**config.mk**
```make
export PLATFORM = sky130hd
export DESIGN_NAME = encoder_line_trigger
export DESIGN_NICKNAME = d
export VERILOG_FILES = /design/src/rtl/enc_trig_pkg.sv /design/src/rtl/enc_trig_div.sv /design/src/rtl/encoder_line_trigger.sv
export SDC_FILE = /design/constraint.sdc
export NUM_CORES = 1
export LEC_CHECK = 0
export BUFFER_PORTS_ARGS = -buffer_cell sky130_fd_sc_hd__buf_2
export CAP_MARGIN = 20
export CORE_MARGIN = 4
export CORE_UTILIZATION = 44
export CTS_CLUSTER_DIAMETER = 120
export DETAILED_ROUTE_END_ITERATION = 8
export PLACE_DENSITY = 0.66
export SLEW_MARGIN = 20
export SYNTH_ARGS = -nofsm -noshare
export SYNTH_HDL_FRONTEND = slang
export SYNTH_SLANG_ARGS = --single-unit
```
**constraint.sdc**
```tcl
create_clock -name fclk -period 6.05 [get_ports fclk]
set_input_delay 1.21 -clock fclk [delete_from_list [all_inputs] [get_ports fclk]]
set_output_delay 1.21 -clock fclk [all_outputs]
set_load 0.05 [all_outputs]
```
**src/rtl/enc_trig_pkg.sv**
```systemverilog
// enc_trig_pkg: shared types and default constants
// for the encoder line trigger.
package enc_trig_pkg;

   localparam int DEB_CYCLES_DEF = 50;
   localparam int CNT_W_DEF      = 32;
   localparam int MULT_W_DEF     = 16;
   localparam int PW_W_DEF       = 8;

   typedef enum logic [1:0] {
      IDLE = 2'd0,
      DIV  = 2'd1,
      RUN  = 2'd2
   } trigState_t;

endpackage

```
**src/rtl/enc_trig_div.sv**
```systemverilog
// enc_trig_div: restoring divider, one quotient bit
// per cycle; quotient holds until the next start.
module enc_trig_div
   import enc_trig_pkg::*;
#(
   parameter int CNT_W = CNT_W_DEF
) (
   input  logic             fclk,
   input  logic             rst,
   input  logic             start,
   input  logic [CNT_W-1:0] dividend,
   input  logic [CNT_W-1:0] divisor,
   output logic             done,
   output logic [CNT_W-1:0] quotient
);

   localparam int STEP_W = $clog2(CNT_W + 1);

   logic [CNT_W-1:0]  rem;
   logic [STEP_W-1:0] stepsLeft;
   logic              running;
   logic [CNT_W:0]    shifted;
   logic              fits;

   // Partial remainder shifted by one dividend bit
   always_comb begin
      shifted = {rem, quotient[CNT_W-1]};
      fits    = shifted >= {1'b0, divisor};
   end

   // Iteration: a start always restarts from scratch
   always_ff @(posedge fclk) begin
      if (rst) begin
         running   <= 1'b0;
         done      <= 1'b0;
         rem       <= '0;
         quotient  <= '0;
         stepsLeft <= '0;
      end else if (start) begin
         running   <= 1'b1;
         done      <= 1'b0;
         rem       <= '0;
         quotient  <= dividend;
         stepsLeft <= STEP_W'(CNT_W);
      end else if (running) begin
         rem       <= fits ? shifted[CNT_W-1:0] - divisor
                           : shifted[CNT_W-1:0];
         quotient  <= {quotient[CNT_W-2:0], fits};
         stepsLeft <= stepsLeft - STEP_W'(1);
         if (stepsLeft == STEP_W'(1)) begin
            running <= 1'b0;
            done    <= 1'b1;
         end
      end else begin
         done <= 1'b0;
      end
   end

endmodule

```
**src/rtl/encoder_line_trigger.sv**
```systemverilog
// encoder_line_trigger: quadrature decode, interpolated line triggers.
// ENC_TRIG_POSITION_EN builds the position counter (else position=0).
module encoder_line_trigger
   import enc_trig_pkg::*;
#(
   parameter int DEB_CYCLES = DEB_CYCLES_DEF,
   parameter int CNT_W      = CNT_W_DEF,
   parameter int MULT_W     = MULT_W_DEF,
   parameter int PW_W       = PW_W_DEF
) (
   input  logic              fclk,
   input  logic              rst,
   input  logic              enc_a,
   input  logic              enc_b,
   input  logic              enable,
   input  logic              x4_mode,
   input  logic              rev_comp,
   input  logic [MULT_W-1:0] mult,
   input  logic [PW_W-1:0]   pulse_len,
   input  logic              clr_status,
   output logic              trig_out,
   output logic              dir,
   output logic [CNT_W-1:0]  position,
   output logic              err_illegal,
   output logic              overrun,
   output logic              busy
);

   localparam int DEB_W = $clog2(DEB_CYCLES + 1);
   localparam logic [CNT_W-1:0] CNT_MAX = '1;

   logic [1:0]       syncA;
   logic [1:0]       syncB;
   logic [1:0]       rawLvl;
   logic [1:0]       debLvl;
   logic [1:0]       prevLvl;
   logic [DEB_W-1:0] debCnt [2];

   logic             chA;
   logic             chB;
   logic             illegal;
   logic             step;
   logic             stepFwd;
   logic             qual;
   logic [CNT_W-1:0] rewind;

   logic [CNT_W-1:0] perCnt;
   logic             haveQual;
   logic             divStart;
   logic             divDone;
   logic [CNT_W-1:0] quo;
   logic [CNT_W-1:0] ivEff;
   logic [CNT_W-1:0] ivCnt;

   logic [MULT_W-1:0] multEff;
   logic [MULT_W-1:0] multM1;
   logic [MULT_W-1:0] extraCnt;

   trigState_t       state;
   trigState_t       nextState;
   logic             fire;
   logic             req;
   logic [PW_W-1:0]  pwEff;
   logic [PW_W-1:0]  pulseLeft;

   assign rawLvl   = {syncB[1], syncA[1]};
   assign multEff  = (mult == '0) ? MULT_W'(1) : mult;
   assign multM1   = multEff - MULT_W'(1);
   assign ivEff    = (quo == '0) ? CNT_W'(1) : quo;
   assign pwEff    = (pulse_len == '0) ? PW_W'(1) : pulse_len;
   assign divStart = qual & enable & haveQual;
   assign req      = enable & (qual | fire);
   assign busy     = (state != IDLE);

   // Two-flop synchronizers for the async encoder lines
   always_ff @(posedge fclk) begin
      if (rst) begin
         syncA <= '0;
         syncB <= '0;
      end else begin
         syncA <= {syncA[0], enc_a};
         syncB <= {syncB[0], enc_b};
      end
   end

   // Debounce: adopt a new level after DEB_CYCLES steady samples
   always_ff @(posedge fclk) begin
      if (rst) begin
         debLvl    <= '0;
         prevLvl   <= '0;
         debCnt[0] <= '0;
         debCnt[1] <= '0;
      end else begin
         prevLvl <= debLvl;
         for (int i = 0; i < 2; i++) begin
            if (rawLvl[i] == debLvl[i]) begin
               debCnt[i] <= '0;
            end else if (debCnt[i] == DEB_W'(DEB_CYCLES - 1)) begin
               debLvl[i] <= rawLvl[i];
               debCnt[i] <= '0;
            end else begin
               debCnt[i] <= debCnt[i] + DEB_W'(1);
            end
         end
      end
   end

   // Step decode; forward means A leads B
   always_comb begin
      chA     = debLvl[0] ^ prevLvl[0];
      chB     = debLvl[1] ^ prevLvl[1];
      illegal = chA & chB;
      step    = 1'b0;
      stepFwd = 1'b0;
      if (!illegal) begin
         if (chA) begin
            step    = 1'b1;
            stepFwd = debLvl[0] ^ debLvl[1];
         end else if (chB && x4_mode) begin
            step    = 1'b1;
            stepFwd = ~(debLvl[0] ^ debLvl[1]);
         end
      end
      qual = step & (~rev_comp | (stepFwd & (rewind == '0)));
   end

   // Direction and reverse-motion bookkeeping
   always_ff @(posedge fclk) begin
      if (rst) begin
         dir    <= 1'b1;
         rewind <= '0;
      end else if (step) begin
         dir <= stepFwd;
         if (rev_comp) begin
            if (!stepFwd && rewind != CNT_MAX)
               rewind <= rewind + CNT_W'(1);
            else if (stepFwd && rewind != '0)
               rewind <= rewind - CNT_W'(1);
         end
      end
   end

`ifdef ENC_TRIG_POSITION_EN
   logic [CNT_W-1:0] posCnt;

   // Signed step count, wraps naturally
   always_ff @(posedge fclk) begin
      if (rst)
         posCnt <= '0;
      else if (step)
         posCnt <= stepFwd ? posCnt + CNT_W'(1)
                           : posCnt - CNT_W'(1);
   end

   assign position = posCnt;
`else
   assign position = '0;
`endif

   // Cycles since the last qualifying step, saturating
   always_ff @(posedge fclk) begin
      if (rst) begin
         perCnt   <= '0;
         haveQual <= 1'b0;
      end else if (qual) begin
         perCnt   <= CNT_W'(1);
         haveQual <= 1'b1;
      end else if (perCnt != CNT_MAX) begin
         perCnt <= perCnt + CNT_W'(1);
      end
   end

   enc_trig_div #(
      .CNT_W(CNT_W)
   ) uDiv (
      .fclk    (fclk),
      .rst     (rst),
      .start   (divStart),
      .dividend(perCnt),
      .divisor (CNT_W'(multEff)),
      .done    (divDone),
      .quotient(quo)
   );

   // Interpolator state register
   always_ff @(posedge fclk) begin
      if (rst)
         state <= IDLE;
      else
         state <= nextState;
   end

   // Interpolator next state and extra-trigger strobe
   always_comb begin
      nextState = state;
      fire      = 1'b0;
      unique case (state)
         IDLE: nextState = IDLE;
         DIV:  if (divDone) nextState = RUN;
         RUN: begin
            if (extraCnt >= multM1)
               nextState = IDLE;
            else if (ivCnt >= ivEff)
               fire = 1'b1;
         end
         default: nextState = IDLE;
      endcase
      if (divStart)
         nextState = DIV;
      if (!enable) begin
         nextState = IDLE;
         fire      = 1'b0;
      end
   end

   // Interval timer measured from the step, plus extra count
   always_ff @(posedge fclk) begin
      if (rst) begin
         ivCnt    <= '0;
         extraCnt <= '0;
      end else if (divStart) begin
         ivCnt    <= CNT_W'(1);
         extraCnt <= '0;
      end else if (fire) begin
         ivCnt    <= ivCnt - ivEff + CNT_W'(1);
         extraCnt <= extraCnt + MULT_W'(1);
      end else if (ivCnt != CNT_MAX) begin
         ivCnt <= ivCnt + CNT_W'(1);
      end
   end

   // Pulse stretcher and sticky status flags
   always_ff @(posedge fclk) begin
      if (rst) begin
         trig_out    <= 1'b0;
         pulseLeft   <= '0;
         err_illegal <= 1'b0;
         overrun     <= 1'b0;
      end else begin
         if (req && !trig_out) begin
            trig_out  <= 1'b1;
            pulseLeft <= pwEff - PW_W'(1);
         end else if (trig_out) begin
            if (pulseLeft == '0)
               trig_out <= 1'b0;
            else
               pulseLeft <= pulseLeft - PW_W'(1);
         end
         err_illegal <= illegal | (err_illegal & ~clr_status);
         overrun     <= (req & trig_out) | (overrun & ~clr_status);
      end
   end

endmodule

```
[After elaboration in Yosys (flattened, before gate mapping)]
Memories as Yosys holds them, arrays and structs flattened.
Cells that the tools add are included.
Operators by class
  add/subtract/negate cells: 14
  magnitude comparators: 3
  equal/unequal tests: 15
  multiplexer cells: 68
  bitwise operators: 29
  reduce and logical (&&, ||, !) cells: 30
Operators with widths (count)
  2-to-1 mux 32 bit: 8
  adder 32 x 1 -> 32 bit, second input constant: 4
  inequality test 32 bit, second input constant: 3
  logical NOT 32 bit: 2
  2-to-1 mux 6 bit: 8
  2-to-1 mux 1 bit: 44
  greater-or-equal comparator 33 x 16 -> 1 bit: 1
  greater-or-equal comparator 32 bit: 1
  2-to-1 mux 8 bit: 4
  nonzero test 32 bit: 1
  subtractor 32 x 1 -> 32 bit, second input constant: 1
  subtractor 32 x 16 -> 32 bit: 1
  subtractor 32 bit: 1
  adder 16 x 1 -> 16 bit, second input constant: 1
  greater-or-equal comparator 16 bit: 1
  logical NOT 16 bit: 1
  logical NOT 8 bit: 2
  2-to-1 mux 16 bit: 1
  subtractor 16 x 1 -> 16 bit, second input constant: 1
  subtractor 8 x 1 -> 8 bit, second input constant: 2
  adder 6 x 1 -> 6 bit, second input constant: 2
  == test 6 bit, second input constant: 2
  nonzero test 2 bit: 6
  OR 1 bit: 10
  21 further kinds: 51
Storage, ports and cells
  register bits: 207
  RAM bits: 12
  bits of input ports: 32
  output and inout port bits: 37
  word-level logic and storage cells: 185
  memories: 1
Memories
  debCnt: words 2, bits a word 6, rd ports 2, clocked after Yosys merged registers in 0, write ports 2, line encoder_line_trigger.sv:37  | logic [DEB_W-1:0] debCnt [2];

[Longest topological paths before layout]
Gate-level depths: netlist (run 1).
  word-level depth: 13
  depth in mapped cells: 28
  depth with buffers taken out: 27

[By module]
A second synthesis (run 1) with hierarchy kept.
Unflattened totals
  cell total of the unflattened synthesis: 2143
  area, all modules: 16856.2 um^2
Modules (own cells, without submodules)
  encoder_line_trigger: times used 1, cells an instance 1458, area each 11743.8 um^2, sequential area each 3062.9 um^2
  enc_trig_div: times used 1, cells an instance 685, area each 5112.4 um^2, sequential area each 1441.4 um^2

[Worst setup path after synthesis (run 1)]
Ideal clock, no wire load.
  kind: input to register
  start point: input mult[4]
  end point: register pulseLeft[6]
  setup time: 0.086 ns
  arrival: 6.098 ns
  data required time: 5.964 ns
  setup slack: -0.133 ns
  stages on the path: 27
  path buffers: 1
  cell sequence: inv_1 -> nand4_1 -> nor2_1 -> nand2_1 -> or4_1 -> nor4_1 -> a21o_1 -> inv_1 -> ha_1 -> nand3_1 -> nor4_1 -> xnor2_1 -> ha_1 -> a21o_1 -> a21o_1 -> a2111oi_0 -> o41ai_1 -> nor2_1 -> a41o_2 -> buf_2 -> mux2i_1 -> ha_1 -> nor3b_1 -> nand2b_1 -> xnor2_1 -> nor2_1 -> a211oi_1
Between the ends
  longest elaborated chain between the ends: 12
  elaborated cells on any way between the ends: 14
  those cells by class: add/sub: 1; order compare: 1; eq/ne: 1; mux: 5; bitwise: 2; reduce/logical: 4
RTL lines
  from (decl): line encoder_line_trigger.sv:18  | input logic [MULT_W-1:0] mult,
  logical NOT 16 bit: line encoder_line_trigger.sv:67  | assign multEff = (mult == '0) ? MULT_W'(1) : mult;
  2-to-1 mux 16 bit (*): line encoder_line_trigger.sv:67
  subtractor 16 x 1 -> 16 bit (*): line encoder_line_trigger.sv:68  | assign multM1 = multEff - MULT_W'(1);
  greater-or-equal comparator 16 bit (*): line encoder_line_trigger.sv:201  | if (extraCnt >= multM1)
  2-to-1 mux 1 bit (*): line encoder_line_trigger.sv:201
  2-to-1 mux 1 bit (*): line encoder_line_trigger.sv:197  | unique case (state)
  2-to-1 mux 1 bit (*): line encoder_line_trigger.sv:210  | if (!enable) begin
  OR 1 bit (*): line encoder_line_trigger.sv:72  | assign req = enable & (qual | fire);
  bitwise AND 1 bit (*): line encoder_line_trigger.sv:72
  logical AND 1 bit (*): line encoder_line_trigger.sv:240  | if (req && !trig_out) begin
  inequality test 2 bit (no line) or nonzero test 2 bit (tied branches)
  AND reduction 2 bit (no line)
  to (signal assigned): line encoder_line_trigger.sv:242  | pulseLeft <= pwEff - PW_W'(1);
  to (signal assigned): line encoder_line_trigger.sv:247  | pulseLeft <= pulseLeft - PW_W'(1);
  to (decl): line encoder_line_trigger.sv:64  | logic [PW_W-1:0] pulseLeft;
Every way passes the cells marked *; elsewhere a longest branch is shown, timed or not.
A chain may end at the register's enable or synchronous reset.

[Final worst setup path (run 1)]
  start point: input mult[6]
  end point: register pulseLeft[6]
Same word-level chain as after synthesis.

==> flow_summary.toml, run 1 <==
[run_status]
outcome = "completed"

[detailed_routing]
wl_per_cell_um = 14.6
drt_first_pass_iters = 8
via_per_inst = 5.42
drc = 0
routed-via-count = 12900
ant_nets = 0
drtIter0Drc = 499
routed_wl_um = 34700

[floorplanning]
io_pins = 69
design.core.area_um2 = 34700
die_y_um = 196
start_util_pct = 44.9
rows = 68
fp.dieW_um = 196
dieArea_um2 = 38500

[sta]
maxSlewViolCount = 0
hold_viol = 0
max-slew-margin-rel_pct = 33.4
worst_clock_skew_ns = 0.0247
rsz0062_at_grt = "no"
finalCritPeriodShare_pct = 90.8
tns_ns = 0
worstMarginPinSlew_ns = 0.995
max_freq_mhz = 182
fin_crit_ns = 5.49
setup_viol = 0

[worst_setup_path]
r2r_end = "rewind[31]"
critPathArrivalTime_ns = 5.95
required_ns = 6.51
max_stage_delay_ns = 0.46
ff2ff_path_depth = 16
reg2reg_slack_ns = 1.67
timing.rr.start = "debLvl[0]"
critPathLaunchType = "input port"
cp_max_fo = 4
cp_slowest_cell = "or4_1"
cp-end-kind = "flip-flop"
path_class = "input port to flip-flop"

[min_path]
min_to = "syncA[1]"
min_path_type = "flip-flop to flip-flop"
hold_path_startpoint = "syncA[0]"
whs_path_depth = 1

[grt]
grtUsageTotal_pct = 17.4
grt_overflow = 0
grt_max_degree = 104
antenna_found_initial = 1
grt_pass1_vias = 12200
grt_pass1_wl_um = 58200

[logic_synthesis]
netlist_instances = 1886
synth_area_per_cell_um2 = 8.27
ys_seq_area_share_pct = 28.9
yosysUniqueCellTypes = 83
synth_seq_cells = 219
synth_flop_cell = "dfxtp_1"
synth_area_um2 = 15600
ys.warnings.count = 0
async_reset_ff_share_pct = 0
synth_edf_count = 12

[cts]
htree_levels = 1
path_clk_slew_ns = 0.06
clkLatencyLatePin_ns = 0.54
cts_inserted_buffers = 26
cts-root-buf = "clkbuf_16"
cts.sinks = 219
postCtsSetupRepairBufs = 0
cts_tree = "built"
cts_resized = 0
holdBufCountCts = 0
cts_buffer_depth = 3

[finish]
antenna_cells = 0
nNetsFinal = 2087
drive_gt1_share_pct = 7.30
instances_no_fill = 2373
layout.cells.most_common_list = "nor2_1 (220), dfxtp_1 (206), a21oi_1 (142)"
syn_to_final_growth_pct = 9.28
final_common_cell = "nor2_1"

[power_and_ir_drop]
p_leak_nw = 7.03
ir_drop_v = 0.000210
p_int_mw = 2.53
power.share.clock_pct = 48.3
p_sw_share_pct = 23.8
power_density_nw_per_um2 = 195
p_comb_share_pct = 7.4
power.switching_uw = 791
seqPwrFrac_pct = 44.3

[placement]
dp_hpwl_um = 25900
numPortBuffers = 36
gp_congestion = 0.904
dp_cells = 2326

[flow_run]
drv_cap = 0
==> how the worst max path moves through the flow <==
stage / cells past startpoint / startpoint / end / slack (ns)
2_1_floorplan: 27 / mult[4] / pulseLeft[6] / 0.09
3_3_place_gp: 27 / mult[5] / pulseLeft[6] / 0.14
3_5_place_dp: 27 / mult[5] / pulseLeft[6] / 0.02
4_1_cts: 27 / mult[5] / pulseLeft[6] / 0.59
5_1_grt: 27 / mult[5] / pulseLeft[6] / 0.04
6_report: 27 / mult[6] / pulseLeft[6] / 0.56
==> final cells by class <==
cell class | count | area (um^2)
clock buffer | 36 | 749
timing repair buffer | 59 | 380
fill | 3347 | 17700
clock inverter | 10 | 129
sequential | 219 | 4510
tap | 455 | 569
multi-input combinational | 1485 | 10300
inverter | 109 | 409
==> power by group through the flow <==
stage / registers (mW) / clock network, mW / logic, mW
after floorplan: 1.50 / 0 / 0.201
after global placement: 1.50 / 0 / 0.242
after detailed placement: 1.50 / 0 / 0.245
after CTS: 1.47 / 1.65 / 0.246
after global routing: 1.47 / 1.71 / 0.269
final: 1.47 / 1.61 / 0.246
==> registers in the layout (all words and copies together) (netlist names), 6 cells and up <==
register / count
debCnt: 12
extraCnt: 16
ivCnt: 32
perCnt: 32
pulseLeft: 8
rewind: 32
uDiv.quotient: 32
uDiv.rem: 32
uDiv.stepsLeft: 6
==> synth_stat cells (52+ instances only) <==
cell type    n  area share (%)
nor2_1     220             5.3
dfxtp_1    207              27
a21oi_1    142             4.6
ha_1       137              11
inv_1      109             2.6
xnor2_1    104             5.8
nand2_1    102             2.5
xor2_1      75             4.2
a211oi_1    65             3.1
clkbuf_1    59             1.4
o21ai_0     54             1.7
mux2i_1     52             3.3
==> per-layer routing <==
metal  up-vias  global-route usage, %  wire length (um)
met1      5994                   23.1             16200
met3        49                   2.25              1340
met4         2                   3.88               712
met2       188                   30.1             16400
met5         -                      0                 7
li1       6639                      -                 -
==> critical path, delay by kind of cell <==
family / cells / cell delay [ns]
adder cells (fa/ha/maj): 3 / 0.59
AO/OA/AOI/OAI: 7 / 1.49
AND/OR/NAND/NOR: 11 / 1.81
XOR/XNOR: 2 / 0.24
multiplexers: 1 / 0.35
buffers and inverters: 3 / 0.25
==> kinds of logic after synthesis <==
logic type                 share of synthesized area, %
DFF                                                28.9
AOI/OAI and AO/OA                                  17.6
and+or+nand+nor                                    20.2
buffers and inverters                              6.37
xor gates and xnor gates                           10.1
other                                            0.0482
adders and majority gates                          13.3
muxes                                              3.55
==> metrics by stage <==
stage          hold slack, ns  setup slack [ns]  power, mW  utilization, %  cell area (um^2)
2_1_floorplan           0.414            0.0918       1.70               -             15800
3_5_place_dp            0.429            0.0210       1.75            46.5             16100
4_1_cts                 0.444             0.588       3.37            49.0             17000
6_report                0.438             0.559       3.33            49.1             17000
3_3_place_gp            0.432             0.139       1.75            46.5             16100
5_1_grt                 0.473            0.0368       3.45            49.1             17000
Note: power is estimated with default switching activity, not from simulation.
==> run 2: changes to the inputs <==
--- a/config.mk
+++ b/config.mk
@@ -5,13 +5,15 @@
 export SDC_FILE = /design/constraint.sdc
 export NUM_CORES = 1
 export LEC_CHECK = 0
+export ABC_AREA = 1
 export BUFFER_PORTS_ARGS = -buffer_cell sky130_fd_sc_hd__buf_2
 export CAP_MARGIN = 20
 export CORE_MARGIN = 4
-export CORE_UTILIZATION = 44
+export CORE_UTILIZATION = 40
 export CTS_CLUSTER_DIAMETER = 120
 export DETAILED_ROUTE_END_ITERATION = 8
-export PLACE_DENSITY = 0.66
+export GPL_TIMING_DRIVEN = 0
+export PLACE_DENSITY = 0.61
 export SLEW_MARGIN = 20
 export SYNTH_ARGS = -nofsm -noshare
 export SYNTH_HDL_FRONTEND = slang
==> run 2 against run 1 <==
  * Clock power increased by 4%
  * Flip-flop and latch count unchanged
  * Combinational power increased by 17%
  * Die area increased by 18%
  * Register-to-register slack got worse by 0.08 ns
  * Clock-buffer cell count increased by 3
  * Fmax increased by 3.4%
  * Largest cell class unchanged
==> flow_summary.toml, run 2 <==
[logic_synthesis]
ys_seq_area_share_pct = 26.8
yosysUniqueCellTypes = 59
synth_area_per_cell_um2 = 6.81
netlist_instances = 2463
yosysTopAreaCellShare_pct = 24.7
synth_seq_cells = 219
ys_top_cells_by_count = "nand2_1 (433), inv_1 (319), a21oi_1 (247), nor2_1 (236), dfxtp_1 (207)"
synth_edf_count = 12
async_reset_ff_share_pct = 0
synth_top_cell_by_area = "dfxtp_1"
synth_area_um2 = 16800
synth_flop_cell = "dfxtp_1"
ys.warnings.count = 0
synthTopCellsByArea = "dfxtp_1 (25%), ha_1 (10%), nand2_1 (9.7%)"
synth_most_common_cell = "nand2_1"

[detailed_routing]
drc = 0
ant_nets = 0
drtIter0Drc = 1273
via_per_inst = 5.27
drt_first_pass_iters = 5
routed_wl_um = 47800
routed-via-count = 16400
wl_per_cell_um = 15.3

[finish]
register_area_um2 = 4500
syn_to_final_growth_pct = 11.4
nNetsFinal = 2757
layout.cells.most_common_list = "nand2_1 (432), inv_1 (319), a21oi_1 (247)"
multi_input_area_um2 = 10600
drive_gt1_share_pct = 7.72
fill_cells = 4255
final_common_cell = "nand2_1"
antenna_cells = 0
instances_no_fill = 3121
postLayoutCellArea_um2 = 18700

[sta]
max-slew-margin-rel_pct = 46.1
holdWs_ns = 0.405
worst_clock_skew_ns = 0.00858
worstMarginPinSlew_ns = 0.808
tns_ns = 0
max_freq_mhz = 188
finalWorstSetupSlack_ns = 0.741
rsz0062_at_grt = "no"
setup_viol = 0
maxSlewViolCount = 0
finalCritPeriodShare_pct = 87.8
fin_crit_ns = 5.31
hold_viol = 0

[power_and_ir_drop]
p_leak_nw = 8.30
power_density_nw_per_um2 = 184
ir_drop_v = 0.000196

[cts]
cts_inserted_buffers = 27
cts_buffer_depth = 3
htree_levels = 1
cts_tree = "built"
path_clk_slew_ns = 0.06
postCtsSetupRepairBufs = 0
holdBufCountCts = 0
cts_resized = 0
cts.sinks = 219
cts-root-buf = "clkbuf_16"
clkLatencyLatePin_ns = 0.55

[grt]
grt_pass1_wl_um = 77800
grt_overflow = 0
grtUsageTotal_pct = 20.7
grt_max_degree = 33
grt_pass1_vias = 15600
antenna_found_initial = 0

[floorplanning]
io_pins = 69
rows = 74
start_util_pct = 40.8
die_y_um = 213
dieArea_um2 = 45300
design.core.area_um2 = 41100
fp.dieW_um = 213

[worst_setup_path]
cp-end-kind = "flip-flop"
timing.rr.start = "rewind[19]"
critPathBufInv = 6
cp_slowest_cell = "clkinv_1"
max_stage_delay_ns = 0.44
cpMostUsedCell = "nor2_1"
cp_max_fo = 10
startpoint = "mult[2]"
critPathLaunchType = "input port"
path_delay_family = "simple AND/OR/NAND/NOR gates"
required_ns = 6.53
critPathArrivalTime_ns = 5.79
path_class = "input port to flip-flop"

[placement]
numPortBuffers = 36
gp_congestion = 0.945
dp_cells = 3073
dp_hpwl_um = 37900
place_area_um2 = 17800
pre_cts_slack_ns = 0.186

[run_status]
outcome = "completed"

[min_path]
min_path_type = "flip-flop to flip-flop"
hold_path_startpoint = "syncA[0]"

[flow_run]
drv_cap = 0
-- run 2: cells by family after synthesis --
| kind of cell | share of synthesized area, % |
|---|---|
| xor+xnor | 6.37 |
| simple gates | 25.9 |
| flops | 26.8 |
| buf+inv | 10.7 |
| fa+ha+maj | 12.4 |
| compound gates | 17.8 |
| other cells | 0.0448 |
-- run 2: where the power goes --
| part | switching, mW | internal [mW] |
|---|---|---|
| combinational | 0.199 | 0.0886 |
| clock | 0.649 | 1.03 |
| sequential | 0.0124 | 1.47 |
| total | 0.861 | 2.58 |
-- run 2: final timing paths --
kind | slack (ns) | cells after the start | end
worst max-delay path | 0.74 | 26 | ivCnt[6]
worst min-delay path | 0.41 | 2 | syncA[1]
worst max register to register | 1.59 | 18 | rewind[22]
worst min register to register | 0.41 | 2 | syncA[1]
-- run 2: per-stage QoR --
stage | util, % | total power, mW
detailed placement | 43.3 | 1.80
CTS | 45.5 | 3.48
global route | 45.5 | 3.57
finish | 45.5 | 3.44
floorplan | - | 1.72
global placement | 43.3 | 1.79
-- run 2: metal layers --
layer  global-route usage, %  wire [um]  vias to the layer above  part of all wire (%)
met2                    33.5      21200                      449                    44
met5                       0          0                        -                     0
met3                    1.94       2530                       83                   5.3
met1                    29.4      22700                     7565                    47
met4                    6.31       1390                        0                   2.9
li1                        -          -                     8346                     -
-- run 2: layout make-up --
type                    count  share of cell area (%)
well taps                 532                    3.56
flip-flops and latches    219                    24.1
repair buffers             36                   0.963
clock buffers              39                    4.23
multi-input cells        1851                    56.9
plain buffers             107                    3.03
clock inverters             9                   0.662
inverters                 328                    6.58
-- run 2: worst min-delay path, stage by stage (launching register included) --
cell and delay (ns):
dfxtp_1 0.29, inv_1 0.04, nor2_1 0.03
==> run 3: changes to the inputs <==
--- a/config.mk
+++ b/config.mk
@@ -12,9 +12,8 @@
 export CORE_UTILIZATION = 40
 export CTS_CLUSTER_DIAMETER = 120
 export DETAILED_ROUTE_END_ITERATION = 8
-export GPL_TIMING_DRIVEN = 0
 export PLACE_DENSITY = 0.61
-export SLEW_MARGIN = 20
+export SLEW_MARGIN = 5
 export SYNTH_ARGS = -nofsm -noshare
 export SYNTH_HDL_FRONTEND = slang
 export SYNTH_SLANG_ARGS = --single-unit
==> run 3 against run 2 <==
  * Critical path depth rose by 1
  * First-iteration DRC count fell by 27%
  * Wire length fell by 6.3%
  * Worst setup slack improved by 0.44 ns
  * Flip-flop and latch count did not move
  * Clock power barely moved
  * Critical endpoint is now ivCnt[1]
  * Largest cell class unchanged
==> flow_summary.toml, run 3 (synthesized netlist as in run 2, its figures left out) <==
[detailed_routing]
routed_wl_um = 44800
ant_nets = 0
wl_per_cell_um = 14.8
drtIter0Drc = 925
drt_first_pass_iters = 7
via_per_inst = 5.25
routed-via-count = 15900
drc = 0

[placement]
dp_hpwl_um = 34300
dp_cells = 2976
numPortBuffers = 36
place_area_um2 = 17300
gp_congestion = 0.919

[cts]
postCtsSetupRepairBufs = 0
clkLatencyLatePin_ns = 0.56
cts_resized = 0
cts.sinks = 219
htree_levels = 1
path_clk_slew_ns = 0.06
cts_tree = "built"
cts-root-buf = "clkbuf_16"
cts_buffer_depth = 3
holdBufCountCts = 0
cts_inserted_buffers = 27

[worst_setup_path]
cp-end-kind = "flip-flop"
cp_max_fo = 43
required_ns = 6.46
path_class = "input port to flip-flop"
critPathArrivalTime_ns = 5.27
r2r_end = "ivCnt[23]"
critPathLaunchType = "input port"
ff2ff_path_depth = 20
reg2reg_slack_ns = 1.87
timing.rr.start = "uDiv.quotient[19]"

[sta]
finalCritPeriodShare_pct = 80.4
max-slew-margin-rel_pct = 28.9
hold_viol = 0
tns_ns = 0
maxSlewViolCount = 0
worst_clock_skew_ns = 0.0102
setup_viol = 0
fin_crit_ns = 4.86
max_freq_mhz = 206
rsz0062_at_grt = "no"
worstMarginPinSlew_ns = 1.06

[power_and_ir_drop]
p_sw_share_pct = 25.6
ir_drop_v = 0.000196
power_density_nw_per_um2 = 188
power.switching_uw = 881
power.share.clock_pct = 49.2
seqPwrFrac_pct = 43.1
p_int_mw = 2.56
p_comb_share_pct = 7.7
p_leak_nw = 8.04

[min_path]
min_to = "syncB[1]"
whs_path_depth = 2
min_path_type = "flip-flop to flip-flop"
hold_path_startpoint = "syncB[0]"

[grt]
grt_pass1_wl_um = 74300
grt_max_degree = 70
grtUsageTotal_pct = 19.5
grt_pass1_vias = 15000
grt_overflow = 0
antenna_found_initial = 0

[finish]
multi_input_area_um2 = 10600
register_area_um2 = 4510
final_common_cell = "nand2_1"
layout.cells.most_common_list = "nand2_1 (432), inv_1 (319), a21oi_1 (247)"
instances_no_fill = 3024
nNetsFinal = 2661
drive_gt1_share_pct = 6.42
postLayoutCellArea_um2 = 18200
fill_cells = 4352
antenna_cells = 0
syn_to_final_growth_pct = 8.66

[run_status]
outcome = "completed"

[floorplanning]
die_y_um = 213
io_pins = 69
design.core.area_um2 = 41100
fp.dieW_um = 213
rows = 74
dieArea_um2 = 45300
start_util_pct = 40.8

[flow_run]
drv_cap = 0
## run 3: cell types whose count changed in the layout (fill, tap and decap cells not counted), moves of 2 or more
| cell | delta |
|---|---|
| buf_2 | -15 |
| buf_4 | -24 |
| clkinv_4 | +2 |
| clkbuf_8 | -5 |
| clkbuf_1 | -51 |
| buf_1 | -5 |
## run 3: layout make-up
class | count | share of cell area (%)
clock buffer | 34 | 3.96
sequential | 219 | 24.7
multi-input combinational | 1851 | 58.3
inverter | 328 | 6.75
tap | 532 | 3.65
clock inverter | 13 | 1.03
timing repair buffer | 47 | 1.55
## run 3: how the worst max path moves through the flow
stage | from | end | slack (ns) | cells after the start
floorplan | mult[2] | pulseLeft[6] | 1.36 | 30
global placement | mult[2] | ivCnt[1] | 0.72 | 27
detailed placement | mult[2] | ivCnt[1] | 0.63 | 27
CTS | mult[2] | ivCnt[1] | 1.21 | 27
global route | mult[2] | extraCnt[15] | 0.73 | 25
finish | mult[2] | ivCnt[1] | 1.19 | 27
## run 3: per-layer routing
metal / global-route usage (%) / wire length, um / vias to the layer above / part of all wire (%)
met4: 4.84 / 1010 / 0 / 2.3
met2: 31.9 / 20300 / 344 / 45
met1: 27.4 / 21600 / 7333 / 48
met3: 2.38 / 1900 / 75 / 4.2
met5: 0 / 0 / - / 0
li1: - / - / 8131 / -
## run 3: power by group through the flow
stage / sequential [mW] / combinational, mW / clock, mW
final: 1.48 / 0.266 / 1.69
after global routing: 1.48 / 0.295 / 1.79
after CTS: 1.48 / 0.264 / 1.74
after detailed placement: 1.51 / 0.263 / 0
after global placement: 1.51 / 0.261 / 0
after floorplan: 1.51 / 0.209 / 0
## run 3: critical path: stages
cell and delay (ns):
buf_2 0.09, inv_1 0.06, nand2_1 0.08, nor2_1 0.04
inv_1 0.07, nor4_1 0.06, nor2_1 0.19, ha_1 0.23
nand3_1 0.15, nor3_1 0.36, nand3_1 0.14, nor2_1 0.13
xor2_1 0.19, inv_1 0.08, ha_1 0.29, nand2_1 0.06
nor3_1 0.24, nand2_1 0.08, nand4_1 0.14, nor2_1 0.07
nand2_2 0.22, buf_4 0.45, nand2_2 0.21, inv_2 0.19
nor2_1 0.05, o21ai_0 0.06, a21oi_1 0.09
## run 3: through the flow
stage                     hold WS [ns]  power [mW]  worst slack [ns]  util (%)
after floorplan                  0.388        1.72              1.36         -
after global placement           0.392        1.77             0.719      42.1
after detailed placement         0.395        1.77             0.626      42.1
after CTS                        0.405        3.48              1.21      44.3
after global routing             0.445        3.57             0.731      44.4
final                            0.402        3.44              1.19      44.4
